===== src/rtl/multdiv_ctrl.sv =====
// Iterative signed multiply/divide sequencer: radix-2 shift-add multiply and
// restoring divide on magnitudes, one step per clock, with registered results.
module multdiv_ctrl #(
    parameter int WIDTH = 32
) (
    input  logic             clock,
    input  logic             reset,
    input  logic             ctrl_MULT,
    input  logic             ctrl_DIV,
    input  logic [WIDTH-1:0] data_operandA,
    input  logic [WIDTH-1:0] data_operandB,
    output logic [WIDTH-1:0] data_result,
    output logic             data_exception,
    output logic             data_resultRDY,
    output logic             busy
);
    localparam int CW = $clog2(WIDTH) + 1;

    typedef enum logic [1:0] {S_IDLE, S_MULT, S_DIV, S_DONE} state_t;

    state_t             state_q;
    logic [CW-1:0]      count_q;
    logic [2*WIDTH-1:0] acc_q;     // mult: {partial, multiplier}; div: {remainder, quotient}
    logic [WIDTH-1:0]   opb_q;     // multiplicand / divisor magnitude
    logic               sign_q;

    logic [WIDTH-1:0]   mag_a, mag_b;
    logic               start, last;
    logic [WIDTH:0]     msum, trial, dsub;
    logic [2*WIDTH-1:0] mul_nxt, div_nxt, mprod;
    logic [WIDTH-1:0]   dres;
    logic               mexc, dexc;

    always_comb begin
        mag_a = data_operandA[WIDTH-1] ? -data_operandA : data_operandA;
        mag_b = data_operandB[WIDTH-1] ? -data_operandB : data_operandB;
        start = ctrl_MULT | ctrl_DIV;
        last  = (count_q == CW'(WIDTH - 1));

        msum    = {1'b0, acc_q[2*WIDTH-1:WIDTH]} + (acc_q[0] ? {1'b0, opb_q} : '0);
        mul_nxt = {msum, acc_q[WIDTH-1:1]};
        mprod   = sign_q ? -mul_nxt : mul_nxt;
        mexc    = (mprod[2*WIDTH-1:WIDTH] != {WIDTH{mprod[WIDTH-1]}});

        // A set borrow bit means the trial subtraction went negative: restore.
        trial = {acc_q[2*WIDTH-1:WIDTH], acc_q[WIDTH-1]};
        dsub  = trial - {1'b0, opb_q};
        if (!dsub[WIDTH])
            div_nxt = {dsub[WIDTH-1:0], acc_q[WIDTH-2:0], 1'b1};
        else
            div_nxt = {trial[WIDTH-1:0], acc_q[WIDTH-2:0], 1'b0};
        dres = sign_q ? -div_nxt[WIDTH-1:0] : div_nxt[WIDTH-1:0];
        // Only MIN / -1 yields a positive quotient with the top bit set.
        dexc = !sign_q && div_nxt[WIDTH-1];
    end

    always_ff @(posedge clock) begin
        if (reset) begin
            state_q        <= S_IDLE;
            count_q        <= '0;
            acc_q          <= '0;
            opb_q          <= '0;
            sign_q         <= 1'b0;
            data_result    <= '0;
            data_exception <= 1'b0;
            data_resultRDY <= 1'b0;
            busy           <= 1'b0;
        end else begin
            case (state_q)
                S_IDLE, S_DONE: begin
                    data_resultRDY <= 1'b0;
                    state_q        <= S_IDLE;
                    if (start) begin
                        count_q <= '0;
                        sign_q  <= data_operandA[WIDTH-1] ^ data_operandB[WIDTH-1];
                        if (ctrl_MULT) begin
                            acc_q   <= {{WIDTH{1'b0}}, mag_b};
                            opb_q   <= mag_a;
                            state_q <= S_MULT;
                            busy    <= 1'b1;
                        end else if (data_operandB == '0) begin
                            state_q        <= S_DONE;
                            data_result    <= '0;
                            data_exception <= 1'b1;
                            data_resultRDY <= 1'b1;
                        end else begin
                            acc_q   <= {{WIDTH{1'b0}}, mag_a};
                            opb_q   <= mag_b;
                            state_q <= S_DIV;
                            busy    <= 1'b1;
                        end
                    end
                end
                S_MULT: begin
                    acc_q   <= mul_nxt;
                    count_q <= count_q + CW'(1);
                    if (last) begin
                        state_q        <= S_DONE;
                        busy           <= 1'b0;
                        data_resultRDY <= 1'b1;
                        data_result    <= mprod[WIDTH-1:0];
                        data_exception <= mexc;
                    end
                end
                S_DIV: begin
                    acc_q   <= div_nxt;
                    count_q <= count_q + CW'(1);
                    if (last) begin
                        state_q        <= S_DONE;
                        busy           <= 1'b0;
                        data_resultRDY <= 1'b1;
                        data_result    <= dres;
                        data_exception <= dexc;
                    end
                end
                default: state_q <= S_IDLE;
            endcase
        end
    end
endmodule

===== config.mk =====
export PLATFORM = sky130hd
export DESIGN_NAME = multdiv_ctrl
export DESIGN_NICKNAME = d
export VERILOG_FILES = /design/src/rtl/multdiv_ctrl.sv
export SDC_FILE = /design/constraint.sdc
export NUM_CORES = 1
export LEC_CHECK = 0
export CAP_MARGIN = 20
export CORE_AREA = 5 5 168 170
export CTS_CLUSTER_SIZE = 30
export DETAILED_ROUTE_END_ITERATION = 8
export DIE_AREA = 0 0 173 175
export PLACE_DENSITY = 0.75
export SKIP_CTS_REPAIR_TIMING = 1
export SLEW_MARGIN = 15
export SYNTH_ARGS = -nofsm -noshare
export SYNTH_HDL_FRONTEND = slang
export SYNTH_SLANG_ARGS = --single-unit
export TNS_END_PERCENT = 100

===== constraint.sdc =====
create_clock -name clock -period 6.9 [get_ports clock]
set_input_delay 1.035 -clock clock [delete_from_list [all_inputs] [get_ports clock]]
set_output_delay 1.035 -clock clock [all_outputs]
set_load 0.02 [all_outputs]

Word level (Yosys, flattened, before mapping)
Index checks and enable logic that the tools add are counted.
{"block": "word_totals", "elab_cells": 83, "output_inout_bits": 35, "ff_bits": 140}
{"block": "classes", "bitwise_logic": 2, "n_mux": 41, "n_eq_ne": 13, "add_sub_neg": 7, "n_reduce_logical": 11}
{"op": "2-to-1 mux 32 bit", "count": 11}
{"op": "2-to-1 mux 64 bit", "count": 5}
{"op": "one-hot mux 64 bit (3 select lines)", "count": 1}
{"op": "negation 32 bit", "count": 3}
{"op": "one-hot mux 32 bit (3 select lines)", "count": 1}
{"op": "negation 64 bit", "count": 1}
{"op": "adder 32 x 32 -> 33 bit", "count": 1}
{"op": "subtractor 33 x 32 -> 33 bit", "count": 1}
{"op": "zero test 32 bit", "count": 1}
{"op": "inequality test 32 bit", "count": 1}
{"op": "2-to-1 mux 1 bit", "count": 14}
{"op": "inequality test 2 bit, second input constant", "count": 6}
{"op": "one-hot mux 6 bit (2 select lines)", "count": 1}
{"op": "adder 6 x 1 -> 6 bit, second input constant", "count": 1}
{"op": "== test 6 x 5 -> 1 bit, second input constant", "count": 1}
{"op": "2-to-1 mux 2 bit", "count": 3}
{"op": "2-to-1 mux 6 bit", "count": 1}
{"op": "AND reduction 3 bit", "count": 2}
{"op": "AND reduction 5 bit", "count": 1}
{"op": "== test 2 bit, second input constant", "count": 2}
{"op": "one-hot mux 1 bit (2 select lines)", "count": 2}
{"op": "one-hot mux 2 bit (2 select lines)", "count": 1}
{"op": "AND reduction 2 bit", "count": 2}
{"op": "OR reduction 2 bit", "count": 2}
{"op": "9 further kinds", "count": 9}

Logic depth before layout (Yosys ltp)
{"block": "logic_depth", "depth_word": 7, "ltp_mapped": 23, "depth_no_buf": 22}

Worst setup path after synthesis
No wires, ideal clock.
{"block": "synth_path", "path_kind": "register to register", "startpoint": "register acc_q[0]", "endpoint": "register data_exception", "arrival_ps": 4877, "path_stages_with_launch": 17, "path_slack_ps": 1894, "n_path_buf": 1, "period_less_slack_ps": 5006, "required_time_ps": 6771, "cell_sequence": "dfxtp_1 > clkinv_1 > clkbuf_1 > nor2_1 > fa_1 > a211o_1 > a2111o_1 > a2111oi_0 > a211oi_1 > nor3_1 > nand3_1 > or3_1 > or3_1 > o41ai_2 > xor2_1 > o41ai_1 > a31oi_1"}
{"block": "synth_via", "elab_chain_cells": 7}
{"item": "from (decl)", "line": "23", "rtl": "logic [2*WIDTH-1:0] acc_q;"}
{"item": "from (signal assigned)", "line": "77", "rtl": "acc_q <= {{WIDTH{1'b0}}, mag_b};"}
{"item": "from (signal assigned)", "line": "87", "rtl": "acc_q <= {{WIDTH{1'b0}}, mag_a};"}
{"item": "from (signal assigned)", "line": "95", "rtl": "acc_q <= mul_nxt;"}
{"item": "2-to-1 mux 32 bit (*)", "line": "40", "rtl": "msum = {1'b0, acc_q[2*WIDTH-1:WIDTH]} + (acc_q[0] ? {1'b0, opb_q} : '0);"}
{"item": "adder 32 x 32 -> 33 bit (*)", "line": "40"}
{"item": "negation 64 bit", "line": "42", "rtl": "mprod = sign_q ? -mul_nxt : mul_nxt;"}
{"item": "2-to-1 mux 64 bit (*)", "line": "42"}
{"item": "inequality test 32 bit (*)", "line": "43", "rtl": "mexc = (mprod[2*WIDTH-1:WIDTH] != {WIDTH{mprod[WIDTH-1]}});"}
{"item": "2-to-1 mux 1 bit (*)", "line": "97", "rtl": "if (last) begin"}
{"item": "one-hot mux 1 bit (3 select lines) (*)", "line": "69", "rtl": "case (state_q)"}
{"item": "to (signal assigned)", "line": "102", "rtl": "data_exception <= mexc;"}
{"item": "to (decl)", "line": "13", "rtl": "output logic data_exception,"}
Every way passes the cells marked *; elsewhere a longest branch is shown, timed or not. The select of a mux whose other input is x is not followed.
A chain may end at the register's enable or synchronous reset.

Worst setup path after layout
Ends and elaborated chain as after synthesis.

==> flow_summary.yaml <==
status:
  status: "finished, final reports clean"
hold_path:
  hp-start: "opb_q[28]$_SDFFE_PP0P_"
  hold_path_depth: 2
  min_to: "opb_q[28]$_SDFFE_PP0P_"
  worstHoldPathType: "register to register"
worst_setup_path:
  crit_path_top_delay_cell: "a2111o_1"
  cp.depth: 16
  r2r_slack_ns: 1.08
  r2r_end: "data_exception$_SDFFE_PP0P_"
  critical_path_class: "register to register"
  arrival_ns: 6.13
  path_common_cell: "or3_1"
  cp_top_family: "compound AO/OA/AOI/OAI gates"
  critPathMaxFanout: 16
  cpPeakStageDelay_ns: 0.52
  critPathRequiredTime_ns: 7.21
  critPathLaunchType: "register"
  path_buf_inv: 2
  rr_worst_depth: 16
  cp_cell_sequence: "clkinv_1, nor2_1, ha_1, a211o_1, a2111o_1, a2111oi_0, a211oi_1, buf_4, nor3_1, nand3_1, or3_1, or3_1, o41ai_2, xor2_1, o41ai_1, a31oi_1"
  timing.rr.start: "acc_q[0]$_SDFFE_PP0P_"
  worstSetupEndpointType: "register"
run:
  max_cap_violations: 0
detailed_routing:
  wire_per_inst_um: 20.24
  vias_per_cell: 6.511
  vias: 15516
  drc_errors: 0
  totalWireLength_mm: 48.24
  first_pass_iters: 6
  drtIter0Drc: 1955
  ant_nets: 0
final_layout:
  syn_to_final_growth_pct: 11.68
  seqCellArea_um2: 2804
  fillCellCount: 2491
  fin_util: 0.6041
  diodes: 0
  multi_input_area_um2: 10760
  drive_above_1_share: 0.05289
  nNetsFinal: 2170
clock_tree:
  cts_tree: "built"
  cts_max_level: 4
  clock_path_buffers: 2
  clk_pin_slew_ns: 0.07
  cts_sinks: 140
  cts_made_buffers: 17
  clock_latency_ns: 0.44
  cts-root-buf: "clkbuf_16"
floorplanning:
  rows: 60
  start_util: 0.5410
  ioPinCount: 103
  core_area_um2: 26580
  die_y_um: 175
  chipWidth_um: 173
  dieArea_um2: 30280
sta:
  hold_viol: 0
  finalCriticalPeriod_ns: 5.823
  fin_setup_tns_ns: 0
  post-route-period-util: 0.8439
  setup_viol: 0
  worst_slew_pin_slew_ns: 1.114
  max_freq_mhz: 171.7
  max_slew_margin: 0.2551
  drv_slew: 0
  rsz0062_at_grt: "no"
  skew_ns: 0.01511
global_route:
  grtUsageTotal: 0.3044
  antenna_found_initial: 0
  grt_pass1_wl_mm: 76.48
  grt_max_degree: 109
  gr-total-overflow: 0
  grt_pass1_vias: 14194
place:
  dpl.hpwl_mm: 36.35
  gp_congestion: 0.9770
  port_buffers: 102
synthesis:
  seq_area_frac_synth: 0.1950
  yosysWarnings: 0
  syn_inst: 2030
  synth-seq-cells: 140
  syn_nets: 2171
  syn_avg_cell_area_um2: 7.082
  synthFlopType: "dfxtp_1"
  syn_area_um2: 14380
  synth_edf_count: 0
  synthArstFlopShare: 0
  synth.distinct_cells: 86
pwr:
  power_density_nw_per_um2: 339.0
  power_uw: 5443
  ir_worst_vdd_mv: 0.3429
  p_leak_uw: 0.006221
## per-layer routing
metal | track usage | vias to the layer above | wire length (µm)
li1 | - | 7380 | -
met1 | 0.4212 | 7220 | 20780
met2 | 0.4832 | 822 | 21510
met3 | 0.05019 | 94 | 4619
met4 | 0.1024 | 0 | 1322
met5 | 0 | - | 0
## power breakdown
group,total [µW],switching [µW],internal [µW]
Combinational,3200,2050,1150
Clock,985,432,553
Sequential,1260,276,980
## metrics by stage
stage	instance area, µm²	cells	hold slack, ns	setup slack (ns)
5_1_grt	16060	2383	0.4932	0.7265
3_5_place_dp	15440	2351	0.4603	0.7995
3_3_place_gp	15440	2351	0.4406	0.9370
2_1_floorplan	14380	2030	0.4319	1.894
4_1_cts	16060	2383	0.4721	1.190
6_report	16060	2383	0.4734	1.077
## state kept, by name, indices dropped and copies added (netlist names)
register	flops
state_q	2
sign_q	1
data_resultRDY	1
data_exception	1
busy	1
acc_q	64
data_result	32
count_q	6
opb_q	32
## Yosys cell counts, types with 31 or more instances
| cell type | count | area (µm²) |
|---|---|---|
| a211oi_1 | 46 | 345.3 |
| a21o_1 | 41 | 307.8 |
| a21oi_1 | 179 | 895.9 |
| a22oi_1 | 60 | 450.4 |
| clkbuf_1 | 123 | 461.7 |
| dfxtp_1 | 140 | 2803 |
| ha_1 | 71 | 888.4 |
| inv_1 | 65 | 244.0 |
| mux2i_1 | 33 | 330.3 |
| nand2_1 | 191 | 716.9 |
| nand3_1 | 31 | 155.2 |
| nor2_1 | 243 | 912.1 |
| nor3_1 | 48 | 240.2 |
| o21ai_0 | 137 | 685.7 |
| xnor2_1 | 124 | 1086 |
| xor2_1 | 66 | 578.1 |
## logic make-up (layout without fill, tap and decap cells)
family / Yosys count / count (layout) / synth area share
XOR/XNOR: 191 / 191 / 0.1169
buffers and inverters: 213 / 225 / 0.05761
flip-flops: 140 / 140 / 0.1950
AND/OR/NAND/NOR: 703 / 703 / 0.2327
adder cells (fa/ha/maj): 73 / 73 / 0.06458
AO/OA/AOI/OAI: 664 / 664 / 0.3001
multiplexers: 46 / 46 / 0.03316
## layout by cell type, fill, tap and decap left out, types with 12 or more instances in the layout
cell type,n
a211oi_1,46
a21o_1,41
a21oi_1,179
a221oi_1,18
a22oi_1,60
a31oi_1,16
and3_1,15
buf_4,25
clkbuf_16,17
clkdlybuf4s50_1,100
dfxtp_1,139
ha_1,69
inv_1,65
mux2_2,13
mux2i_1,33
nand2_1,191
nand2b_1,28
nand3_1,31
nand4_1,15
nor2_1,243
nor2b_1,12
nor3_1,48
nor4_1,16
o21a_1,16
o21ai_0,137
o22ai_1,21
o31ai_1,27
or2_2,14
or3_1,28
or4_1,24
xnor2_1,124
xor2_1,66
## layout make-up
type	instances	share of cell area
Multi-Input combinational cell	1677	0.6703
Timing Repair Buffer	127	0.07466
Clock buffer	17	0.02650
Inverter	66	0.01543
Sequential cell	140	0.1746
Tap cell	341	0.02657
Clock inverter	15	0.01192
## worst reg2reg max path, delay by kind of cell, from the launching register on
family	cells	cell delay (ns)
compound gates	7	2.22
simple gates	5	1.93
buf+inv	2	0.64
flops	1	0.45
fa+ha+maj	1	0.33
xor+xnor	1	0.13
## worst max-delay path by stage
stage / start / to
6_report: acc_q[0]$_SDFFE_PP0P_ / data_exception$_SDFFE_PP0P_
5_1_grt: acc_q[0]$_SDFFE_PP0P_ / data_exception$_SDFFE_PP0P_
4_1_cts: acc_q[0]$_SDFFE_PP0P_ / data_exception$_SDFFE_PP0P_
3_5_place_dp: data_operandB[0] / data_result[21]$_SDFFE_PP0P_
3_3_place_gp: data_operandB[0] / data_result[3]$_SDFFE_PP0P_
2_1_floorplan: acc_q[0]$_SDFFE_PP0P_ / data_exception$_SDFFE_PP0P_
(Power assumes the default switching activity.)
